`src/rtl/pipeline_hazard_ctrl_if.sv`:
```
// Control bundle between the pipeline datapath (master) and the hazard scheduler (slave).
// Carries the hazard-detection inputs and the stage enable/flush/status outputs.
interface pipeline_hazard_ctrl_if #(
    parameter int CNT_W = 16
);
    logic [4:0]       ifid_rs_i;
    logic [4:0]       ifid_rt_i;
    logic             ifid_uses_rt_i;
    logic             idex_memread_i;
    logic [4:0]       idex_rt_i;
    logic             branch_taken_i;
    logic             dmem_req_i;
    logic             dmem_ack_i;
    logic             pc_en_o;
    logic             ifid_en_o;
    logic             ifid_flush_o;
    logic             idex_en_o;
    logic             idex_flush_o;
    logic             exmem_en_o;
    logic             memwb_en_o;
    logic             err_o;
    logic [CNT_W-1:0] stall_cnt_o;
    logic [CNT_W-1:0] flush_cnt_o;

    modport master (
        output ifid_rs_i, ifid_rt_i, ifid_uses_rt_i, idex_memread_i, idex_rt_i,
               branch_taken_i, dmem_req_i, dmem_ack_i,
        input  pc_en_o, ifid_en_o, ifid_flush_o, idex_en_o, idex_flush_o,
               exmem_en_o, memwb_en_o, err_o, stall_cnt_o, flush_cnt_o
    );

    modport slave (
        input  ifid_rs_i, ifid_rt_i, ifid_uses_rt_i, idex_memread_i, idex_rt_i,
               branch_taken_i, dmem_req_i, dmem_ack_i,
        output pc_en_o, ifid_en_o, ifid_flush_o, idex_en_o, idex_flush_o,
               exmem_en_o, memwb_en_o, err_o, stall_cnt_o, flush_cnt_o
    );
endinterface

```
`src/rtl/pipeline_hazard_ctrl.sv`:
```
// Stall/flush scheduler for the 5-stage pipeline: load-use bubbles, taken-branch flushes,
// data-memory freezes with a watchdog, and saturating stall/flush counters.
module pipeline_hazard_ctrl #(
    parameter int MEM_TIMEOUT = 64,
    parameter int CNT_W       = 16
) (
    input  logic                  clk_i,
    input  logic                  rst_i,
    pipeline_hazard_ctrl_if.slave bus
);
    localparam int               WAIT_W    = $clog2(MEM_TIMEOUT + 1);
    localparam logic [WAIT_W-1:0] WAIT_LAST = WAIT_W'(MEM_TIMEOUT - 1);
    localparam logic [CNT_W-1:0]  CNT_MAX   = '1;

    localparam logic [1:0] ST_RUN      = 2'd0;
    localparam logic [1:0] ST_MEM_WAIT = 2'd1;
    localparam logic [1:0] ST_HALT     = 2'd2;

    logic [1:0]        state_q, state_d;
    logic [WAIT_W-1:0] wait_cnt_q, wait_cnt_d;
    logic [CNT_W-1:0]  stall_cnt_q, stall_cnt_d;
    logic [CNT_W-1:0]  flush_cnt_q, flush_cnt_d;

    logic frozen;
    logic load_use;
    logic pc_en, ifid_en, ifid_flush, idex_en, idex_flush, exmem_en, memwb_en;

    always_comb begin
        frozen = ((state_q == ST_RUN) && bus.dmem_req_i && !bus.dmem_ack_i) ||
                 ((state_q == ST_MEM_WAIT) && !bus.dmem_ack_i);
        load_use = bus.idex_memread_i && (bus.idex_rt_i != 5'd0) &&
                   ((bus.idex_rt_i == bus.ifid_rs_i) ||
                    (bus.ifid_uses_rt_i && (bus.idex_rt_i == bus.ifid_rt_i)));
    end

    // Reset, HALT and freeze all leave every enable and flush low; load-use outranks branch.
    always_comb begin
        pc_en      = 1'b0;
        ifid_en    = 1'b0;
        ifid_flush = 1'b0;
        idex_en    = 1'b0;
        idex_flush = 1'b0;
        exmem_en   = 1'b0;
        memwb_en   = 1'b0;
        if (rst_i && (state_q != ST_HALT) && !frozen) begin
            idex_en  = 1'b1;
            exmem_en = 1'b1;
            memwb_en = 1'b1;
            if (load_use) begin
                idex_flush = 1'b1;
            end else begin
                pc_en      = 1'b1;
                ifid_en    = 1'b1;
                ifid_flush = bus.branch_taken_i;
            end
        end
    end

    always_comb begin
        state_d    = state_q;
        wait_cnt_d = wait_cnt_q;
        case (state_q)
            ST_RUN: begin
                if (bus.dmem_req_i && !bus.dmem_ack_i) begin
                    state_d    = ST_MEM_WAIT;
                    wait_cnt_d = WAIT_W'(1);
                end
            end
            ST_MEM_WAIT: begin
                if (bus.dmem_ack_i) begin
                    state_d    = ST_RUN;
                    wait_cnt_d = '0;
                end else if (wait_cnt_q == WAIT_LAST) begin
                    state_d = ST_HALT;
                end else begin
                    wait_cnt_d = wait_cnt_q + WAIT_W'(1);
                end
            end
            ST_HALT: begin
                state_d = ST_HALT;
            end
            default: begin
                state_d    = ST_RUN;
                wait_cnt_d = '0;
            end
        endcase
    end

    // Reset cycles never reach these flops, so they are not counted.
    always_comb begin
        stall_cnt_d = stall_cnt_q;
        flush_cnt_d = flush_cnt_q;
        if (!pc_en && (stall_cnt_q != CNT_MAX)) begin
            stall_cnt_d = stall_cnt_q + CNT_W'(1);
        end
        if (ifid_flush && (flush_cnt_q != CNT_MAX)) begin
            flush_cnt_d = flush_cnt_q + CNT_W'(1);
        end
    end

    always_ff @(posedge clk_i or negedge rst_i) begin
        if (!rst_i) begin
            state_q     <= ST_RUN;
            wait_cnt_q  <= '0;
            stall_cnt_q <= '0;
            flush_cnt_q <= '0;
        end else begin
            state_q     <= state_d;
            wait_cnt_q  <= wait_cnt_d;
            stall_cnt_q <= stall_cnt_d;
            flush_cnt_q <= flush_cnt_d;
        end
    end

    assign bus.pc_en_o      = pc_en;
    assign bus.ifid_en_o    = ifid_en;
    assign bus.ifid_flush_o = ifid_flush;
    assign bus.idex_en_o    = idex_en;
    assign bus.idex_flush_o = idex_flush;
    assign bus.exmem_en_o   = exmem_en;
    assign bus.memwb_en_o   = memwb_en;
    assign bus.err_o        = rst_i && (state_q == ST_HALT);
    assign bus.stall_cnt_o  = stall_cnt_q;
    assign bus.flush_cnt_o  = flush_cnt_q;
endmodule

```
`src/flat_wrapper.sv`:
```
// flat-port wrapper written by rule: the top's interface ports become plain ports
module pipeline_hazard_ctrl_flat 
#(
    parameter int MEM_TIMEOUT = 64,
    parameter int CNT_W       = 16
)
  (clk_i, rst_i, bus_ifid_rs_i, bus_ifid_rt_i, bus_ifid_uses_rt_i, bus_idex_memread_i, bus_idex_rt_i, bus_branch_taken_i, bus_dmem_req_i, bus_dmem_ack_i, bus_pc_en_o, bus_ifid_en_o, bus_ifid_flush_o, bus_idex_en_o, bus_idex_flush_o, bus_exmem_en_o, bus_memwb_en_o, bus_err_o, bus_stall_cnt_o, bus_flush_cnt_o);
  pipeline_hazard_ctrl_if #(.CNT_W(CNT_W)) bus_i ();
  input  logic clk_i;
  input  logic rst_i;
  input wire logic [$bits(bus_i.ifid_rs_i)-1:0] bus_ifid_rs_i;
  input wire logic [$bits(bus_i.ifid_rt_i)-1:0] bus_ifid_rt_i;
  input wire logic [$bits(bus_i.ifid_uses_rt_i)-1:0] bus_ifid_uses_rt_i;
  input wire logic [$bits(bus_i.idex_memread_i)-1:0] bus_idex_memread_i;
  input wire logic [$bits(bus_i.idex_rt_i)-1:0] bus_idex_rt_i;
  input wire logic [$bits(bus_i.branch_taken_i)-1:0] bus_branch_taken_i;
  input wire logic [$bits(bus_i.dmem_req_i)-1:0] bus_dmem_req_i;
  input wire logic [$bits(bus_i.dmem_ack_i)-1:0] bus_dmem_ack_i;
  output wire logic [$bits(bus_i.pc_en_o)-1:0] bus_pc_en_o;
  output wire logic [$bits(bus_i.ifid_en_o)-1:0] bus_ifid_en_o;
  output wire logic [$bits(bus_i.ifid_flush_o)-1:0] bus_ifid_flush_o;
  output wire logic [$bits(bus_i.idex_en_o)-1:0] bus_idex_en_o;
  output wire logic [$bits(bus_i.idex_flush_o)-1:0] bus_idex_flush_o;
  output wire logic [$bits(bus_i.exmem_en_o)-1:0] bus_exmem_en_o;
  output wire logic [$bits(bus_i.memwb_en_o)-1:0] bus_memwb_en_o;
  output wire logic [$bits(bus_i.err_o)-1:0] bus_err_o;
  output wire logic [$bits(bus_i.stall_cnt_o)-1:0] bus_stall_cnt_o;
  output wire logic [$bits(bus_i.flush_cnt_o)-1:0] bus_flush_cnt_o;
  assign bus_i.ifid_rs_i = bus_ifid_rs_i;
  assign bus_i.ifid_rt_i = bus_ifid_rt_i;
  assign bus_i.ifid_uses_rt_i = bus_ifid_uses_rt_i;
  assign bus_i.idex_memread_i = bus_idex_memread_i;
  assign bus_i.idex_rt_i = bus_idex_rt_i;
  assign bus_i.branch_taken_i = bus_branch_taken_i;
  assign bus_i.dmem_req_i = bus_dmem_req_i;
  assign bus_i.dmem_ack_i = bus_dmem_ack_i;
  assign bus_pc_en_o = bus_i.pc_en_o;
  assign bus_ifid_en_o = bus_i.ifid_en_o;
  assign bus_ifid_flush_o = bus_i.ifid_flush_o;
  assign bus_idex_en_o = bus_i.idex_en_o;
  assign bus_idex_flush_o = bus_i.idex_flush_o;
  assign bus_exmem_en_o = bus_i.exmem_en_o;
  assign bus_memwb_en_o = bus_i.memwb_en_o;
  assign bus_err_o = bus_i.err_o;
  assign bus_stall_cnt_o = bus_i.stall_cnt_o;
  assign bus_flush_cnt_o = bus_i.flush_cnt_o;
  pipeline_hazard_ctrl #(.MEM_TIMEOUT(MEM_TIMEOUT), .CNT_W(CNT_W)) u_core (.clk_i(clk_i), .rst_i(rst_i), .bus(bus_i));
endmodule
```
`config.mk`:
```
export PLATFORM = sky130hd
export DESIGN_NAME = pipeline_hazard_ctrl_flat
export DESIGN_NICKNAME = d
export VERILOG_FILES = /design/src/rtl/pipeline_hazard_ctrl_if.sv /design/src/rtl/pipeline_hazard_ctrl.sv /design/src/flat_wrapper.sv
export SDC_FILE = /design/constraint.sdc
export NUM_CORES = 1
export LEC_CHECK = 0
export ABC_AREA = 1
export CELL_PAD_IN_SITES_DETAIL_PLACEMENT = 2
export CELL_PAD_IN_SITES_GLOBAL_PLACEMENT = 2
export CORE_MARGIN = 2
export CORE_UTILIZATION = 30
export DETAILED_ROUTE_END_ITERATION = 8
export HOLD_SLACK_MARGIN = 0.06
export PLACE_DENSITY = 0.92
export SYNTH_ARGS = -nofsm -noshare
export SYNTH_HDL_FRONTEND = slang
export SYNTH_SLANG_ARGS = --single-unit
export TNS_END_PERCENT = 10
```
`constraint.sdc`:
```
create_clock -name clk_i -period 2.8 [get_ports clk_i]
set_input_delay 0.56 -clock clk_i [delete_from_list [all_inputs] [get_ports clk_i]]
set_output_delay 0.56 -clock clk_i [all_outputs]
set_load 0.01 [all_outputs]
```
# After elaboration in Yosys (flattened, before gate mapping)
# Cells that the tools add are included.
[word_totals]
output_inout_bits = 40
ff_bits = 41
word_cells = 55
inputBits = 22
[op_classes]
eq_ne = 11
n_bitwise = 1
n_reduce_logical = 21
n_addsub = 3
muxes = 15
[op_table]
columns = ["cell", "count"]
rows = [
  ["16-bit by 1-bit adder with 16-bit output, second input constant", 2],
  ["16-bit inequality test, second input constant", 2],
  ["7-bit 2-to-1 mux", 3],
  ["7-bit one-hot mux with 3 select lines", 1],
  ["1-bit logical AND", 12],
  ["5-bit == test", 2],
  ["7-bit by 1-bit adder with 7-bit output, second input constant", 1],
  ["7-bit by 6-bit == test with 1-bit output, second input constant", 1],
  ["1-bit 2-to-1 mux", 7],
  ["2-bit 2-to-1 mux", 3],
  ["3-bit inequality test, second input constant", 2],
  ["2-bit one-hot mux with 3 select lines", 1],
  ["5-bit nonzero test", 1],
  ["2-bit inequality test, second input constant", 2],
  ["1-bit zero test", 3],
  ["3-bit AND reduction", 1],
  ["2-bit by 1-bit == test with 1-bit output, second input constant", 1],
  ["2-bit == test, second input constant", 1],
  ["2-bit zero test", 1],
  ["1-bit logical OR", 2],
  ["2-bit AND reduction", 1],
  ["1-bit inverter", 1],
]

# Depth between registers and ports, before layout
[depth]
word_depth = 9
depth_mapped = 12
mapped_depth_nobuf = 11

# Worst setup path after synthesis
# No wires, ideal clock.
[synth_path]
kind = "input -> output"
startpoint = "input port bus_dmem_ack_i"
endpoint = "output port bus_pc_en_o"
arrival_time_ps = 1643
path_buffers = 2
stages = 8
path_slack_ps = 597
cell_sequence = "inv_1 nand2_1 a21oi_1 nor3_4 inv_2 a21oi_4 buf_4 buf_4"
[synth_between]
elab_chain_len = 6
elab_cells_between_ends = 7
[synth_rtl]
columns = ["element", "line", "text"]
rows = [
  ["from (decl)", "flat_wrapper.sv:18", "input wire logic [$bits(bus_i.dmem_ack_i)-1:0] bus_dmem_ack_i;"],
  ["1-bit zero test *", "pipeline_hazard_ctrl.sv:29, pipeline_hazard_ctrl.sv:30", ""],
  ["1-bit logical AND (on tied branches)", "pipeline_hazard_ctrl.sv:29, pipeline_hazard_ctrl.sv:30", ""],
  ["1-bit logical OR *", "pipeline_hazard_ctrl.sv:29", "frozen = ((state_q == ST_RUN) && bus.dmem_req_i && !bus.dmem_ack_i) ||"],
  ["1-bit zero test *", "pipeline_hazard_ctrl.sv:45", "if (rst_i && (state_q != ST_HALT) && !frozen) begin"],
  ["1-bit logical AND *", "pipeline_hazard_ctrl.sv:45", ""],
  ["1-bit 2-to-1 mux *", "-", ""],
  ["to (decl)", "flat_wrapper.sv:19", "output wire logic [$bits(bus_i.pc_en_o)-1:0] bus_pc_en_o;"],
]
# Mark *: on every way between the ends. The rest lies on a longest branch, timed or not.

# Final worst setup path
[layout_path]
startpoint = "input port bus_dmem_ack_i"
endpoint = "output port bus_exmem_en_o"
[layout_between]
elab_chain_len = 6
elab_cells_between_ends = 7
[layout_rtl]
columns = ["element", "line", "text"]
rows = [
  ["1-bit zero test *", "pipeline_hazard_ctrl.sv:29, pipeline_hazard_ctrl.sv:30", ""],
  ["1-bit logical AND (on tied branches)", "pipeline_hazard_ctrl.sv:29, pipeline_hazard_ctrl.sv:30", ""],
  ["1-bit logical OR *", "pipeline_hazard_ctrl.sv:29", ""],
  ["1-bit zero test *", "pipeline_hazard_ctrl.sv:45", ""],
  ["1-bit logical AND *", "pipeline_hazard_ctrl.sv:45", ""],
  ["1-bit 2-to-1 mux *", "pipeline_hazard_ctrl.sv:45", ""],
  ["to (decl)", "flat_wrapper.sv:24", "output wire logic [$bits(bus_i.exmem_en_o)-1:0] bus_exmem_en_o;"],
]
# Marks and branches as above.

==> results.yml <==
clock_network:
  cts-root-buf: "clkbuf_8"
  cts_buffers: 5
  clock_sinks: 41
  clkTransAtPathRegs_ns: 0.09
  clock_path_buffers: 2
  postCtsSetupBuffers: 0
  cts_tree: "yes"
  cts-htree-levels: 2
  clock_latency_ns: 0.30
  ctsHoldBuffers: 0
status:
  outcome: "finished, final reports clean"
power_and_ir_drop:
  irDropWorstVdd_uv: 189
  internal-power_mw: 0.929
  switching_power_mw: 0.285
  p_leak_nw: 1.80
  p_per_area_nw_per_um2: 340
  switching_share: 0.235
  p_clk_frac: 0.431
  seq_power_share: 0.490
  power_frac_comb: 0.078
placed_design:
  hpwl_um: 6850
  dp.cells: 543
  io_buffers: 61
  place_congestion: 0.801
  place_area_sq_um: 3450
yosys:
  synth_top_flop_cell: "dfrtp_1"
  ys_types: 29
  syn-num-nets: 395
  synth_seq_cells: 41
  yosysWarnings: 0
  synthCells: 370
  syn_area_sq_um: 2670
  synth_edf_count: 0
  synth-async-reset-ratio: 1.00
  yosysSeqAreaShare: 0.385
  avgSynthCellArea_sq_um: 7.21
setup_path:
  arrival_ns: 2.19
  cp-end-kind: "output port"
  timing_worst_setup_path_type: "in2out"
  crit_path_start_kind: "input port"
  crit_required_ns: 2.24
  crit_fanout: 5
finish:
  layout_common_cells: "nand2_1, clkdlybuf4s50_1, dfrtp_1, inv_1, nor2_1"
  final_area_sq_um: 3570
  antenna_cells: 0
  final_common_cell: "nand2_1"
  fin_nets: 467
  drive_gt1_frac: 0.0926
  syn2layout_area_growth_pct: 33.8
  post-route-util: 0.411
  instances_no_fill: 551
worst_hold_path:
  min_path_type: "in2async"
floorplan:
  die_area_sq_um: 9660
  die_h_um: 98.3
  core.rowCount: 34
  coreArea_sq_um: 8680
  top_level_ports: 62
  initial_utilization: 0.307
  dieWidth_um: 98.3
routing:
  wl_per_cell_um: 17.5
  drt_iter0_drc: 48
  num_vias: 2784
  wl_um: 9670
  antenna_left: 0
  viasPerCell: 5.05
  drcViolationCount: 0
  first_pass_iters: 4
sta:
  finalHoldViolCount: 0
  skew_ns: 0.0111
  maxSlewHeadroom: 0.547
  fmax_mhz: 363
  rsz0062_at_grt: "yes"
  fin_crit_ns: 2.75
  holdWs_ns: 0.385
  tightestPinTransition_ns: 0.678
  timing.final.max_slew_violations: 0
  setup_viol: 0
  post-route-period-util: 0.984
flow_run:
  maxCapViolCount: 0
global_route:
  track_usage: 0.205
  grt_pass1_wl_um: 15900
  grt_overflow: 0
  first_global_vias: 3126
  antenna_found_initial: 0
  grt_max_degree: 42
layout make-up:
cell class	count	area [sq um]
clock buffer	7	86.3
fill	1037	5110
tap	108	135
multi-input combinational	279	1430
inverter	39	146
sequential	41	1030
timing repair buffer	76	713
clock inverter	1	30.0
worst paths after layout:
kind / start / endpoint / slack, ns / cells past startpoint
worst max register to register: u_core.bus.stall_cnt_o[0] / u_core.bus.stall_cnt_o[2] / 0.63 / 8
worst min-delay path: rst_i / u_core.bus.flush_cnt_o[12] / 0.38 / 2
worst min register to register: u_core.wait_cnt_q[5] / u_core.wait_cnt_q[5] / 0.52 / 2
max in group asynchronous: rst_i / u_core.wait_cnt_q[3] / 2.00 / 2
min in group clk_i: u_core.wait_cnt_q[5] / u_core.wait_cnt_q[5] / 0.52 / 2
worst max-delay path: bus_dmem_ack_i / bus_exmem_en_o / 0.05 / 7
stage by stage:
step                      setup TNS, ns  setup slack, ns  power [mW]
after floorplan                       0            0.597       0.637
after global placement           -0.496           -0.168       0.697
after detailed placement         -0.880           -0.256       0.702
after CTS                             0           0.0191        1.23
after global routing             -0.102          -0.0530        1.26
final                                 0           0.0453        1.21
synthesized netlist by cell type (2+ instances only):
cell | number | area, sq um
xor2_1 | 11 | 96.3
nand3b_1 | 2 | 15.0
inv_2 | 4 | 15.0
nand3_1 | 28 | 140
nand2_1 | 133 | 499
dfrtp_1 | 41 | 1030
a21oi_1 | 5 | 25.0
buf_2 | 2 | 10.0
nand4_1 | 24 | 150
xnor2_1 | 15 | 131
ha_1 | 3 | 37.5
nor3_4 | 2 | 32.5
buf_4 | 5 | 37.5
o21ai_0 | 9 | 45.0
nor2_1 | 31 | 116
clkbuf_1 | 3 | 11.3
nor3_1 | 4 | 20.0
nand2_2 | 3 | 18.8
inv_1 | 35 | 131
repair_timing:
item                                    in CTS  in global routing
cloned                                       0                  0
pin swaps                                    1                  0
gates resized for setup                      5                  9
endpoints found under the setup margin       4                  7
metal layers:
| metal | track usage | up-vias | wire, um |
|---|---|---|---|
| li1 | - | 1327 | - |
| met1 | 0.243 | 1402 | 4060 |
| met2 | 0.388 | 44 | 5240 |
| met3 | 0.0293 | 11 | 246 |
| met4 | 0.0464 | 0 | 119 |
| met5 | 0 | - | 0 |
cell families (layout without fill, tap and decap cells):
logic type | count (synthesis) | count (layout) | synth area share
and+or+nand+nor | 233 | 233 | 0.397
buffers and inverters | 50 | 123 | 0.0811
DFF | 41 | 41 | 0.385
xor gates and xnor gates | 26 | 26 | 0.0854
AOI/OAI and AO/OA | 17 | 17 | 0.0375
adders and majority gates | 3 | 3 | 0.0141
power by group through the flow:
stage | clock network (mW) | logic [mW] | registers (mW)
global route | 0.557 | 0.105 | 0.596
CTS | 0.538 | 0.0964 | 0.595
detailed placement | 0 | 0.0948 | 0.607
global placement | 0 | 0.0902 | 0.607
finish | 0.523 | 0.0952 | 0.595
floorplan | 0 | 0.0298 | 0.607
sequential cells by signal (all words and copies together) (netlist names):
signal                  count
u_core.wait_cnt_q           7
u_core.state_q              2
u_core.bus.flush_cnt_o     16
u_core.bus.stall_cnt_o     16
worst max-delay path: stages:
cell             delay [ns]
clkdlybuf4s50_1        0.48
inv_1                  0.04
nand2_1                0.07
a21oi_1                0.11
nor3_4                 0.23
buf_4                  0.17
clkdlybuf4s50_1        0.52
Note: power is estimated with default switching activity, not from simulation.
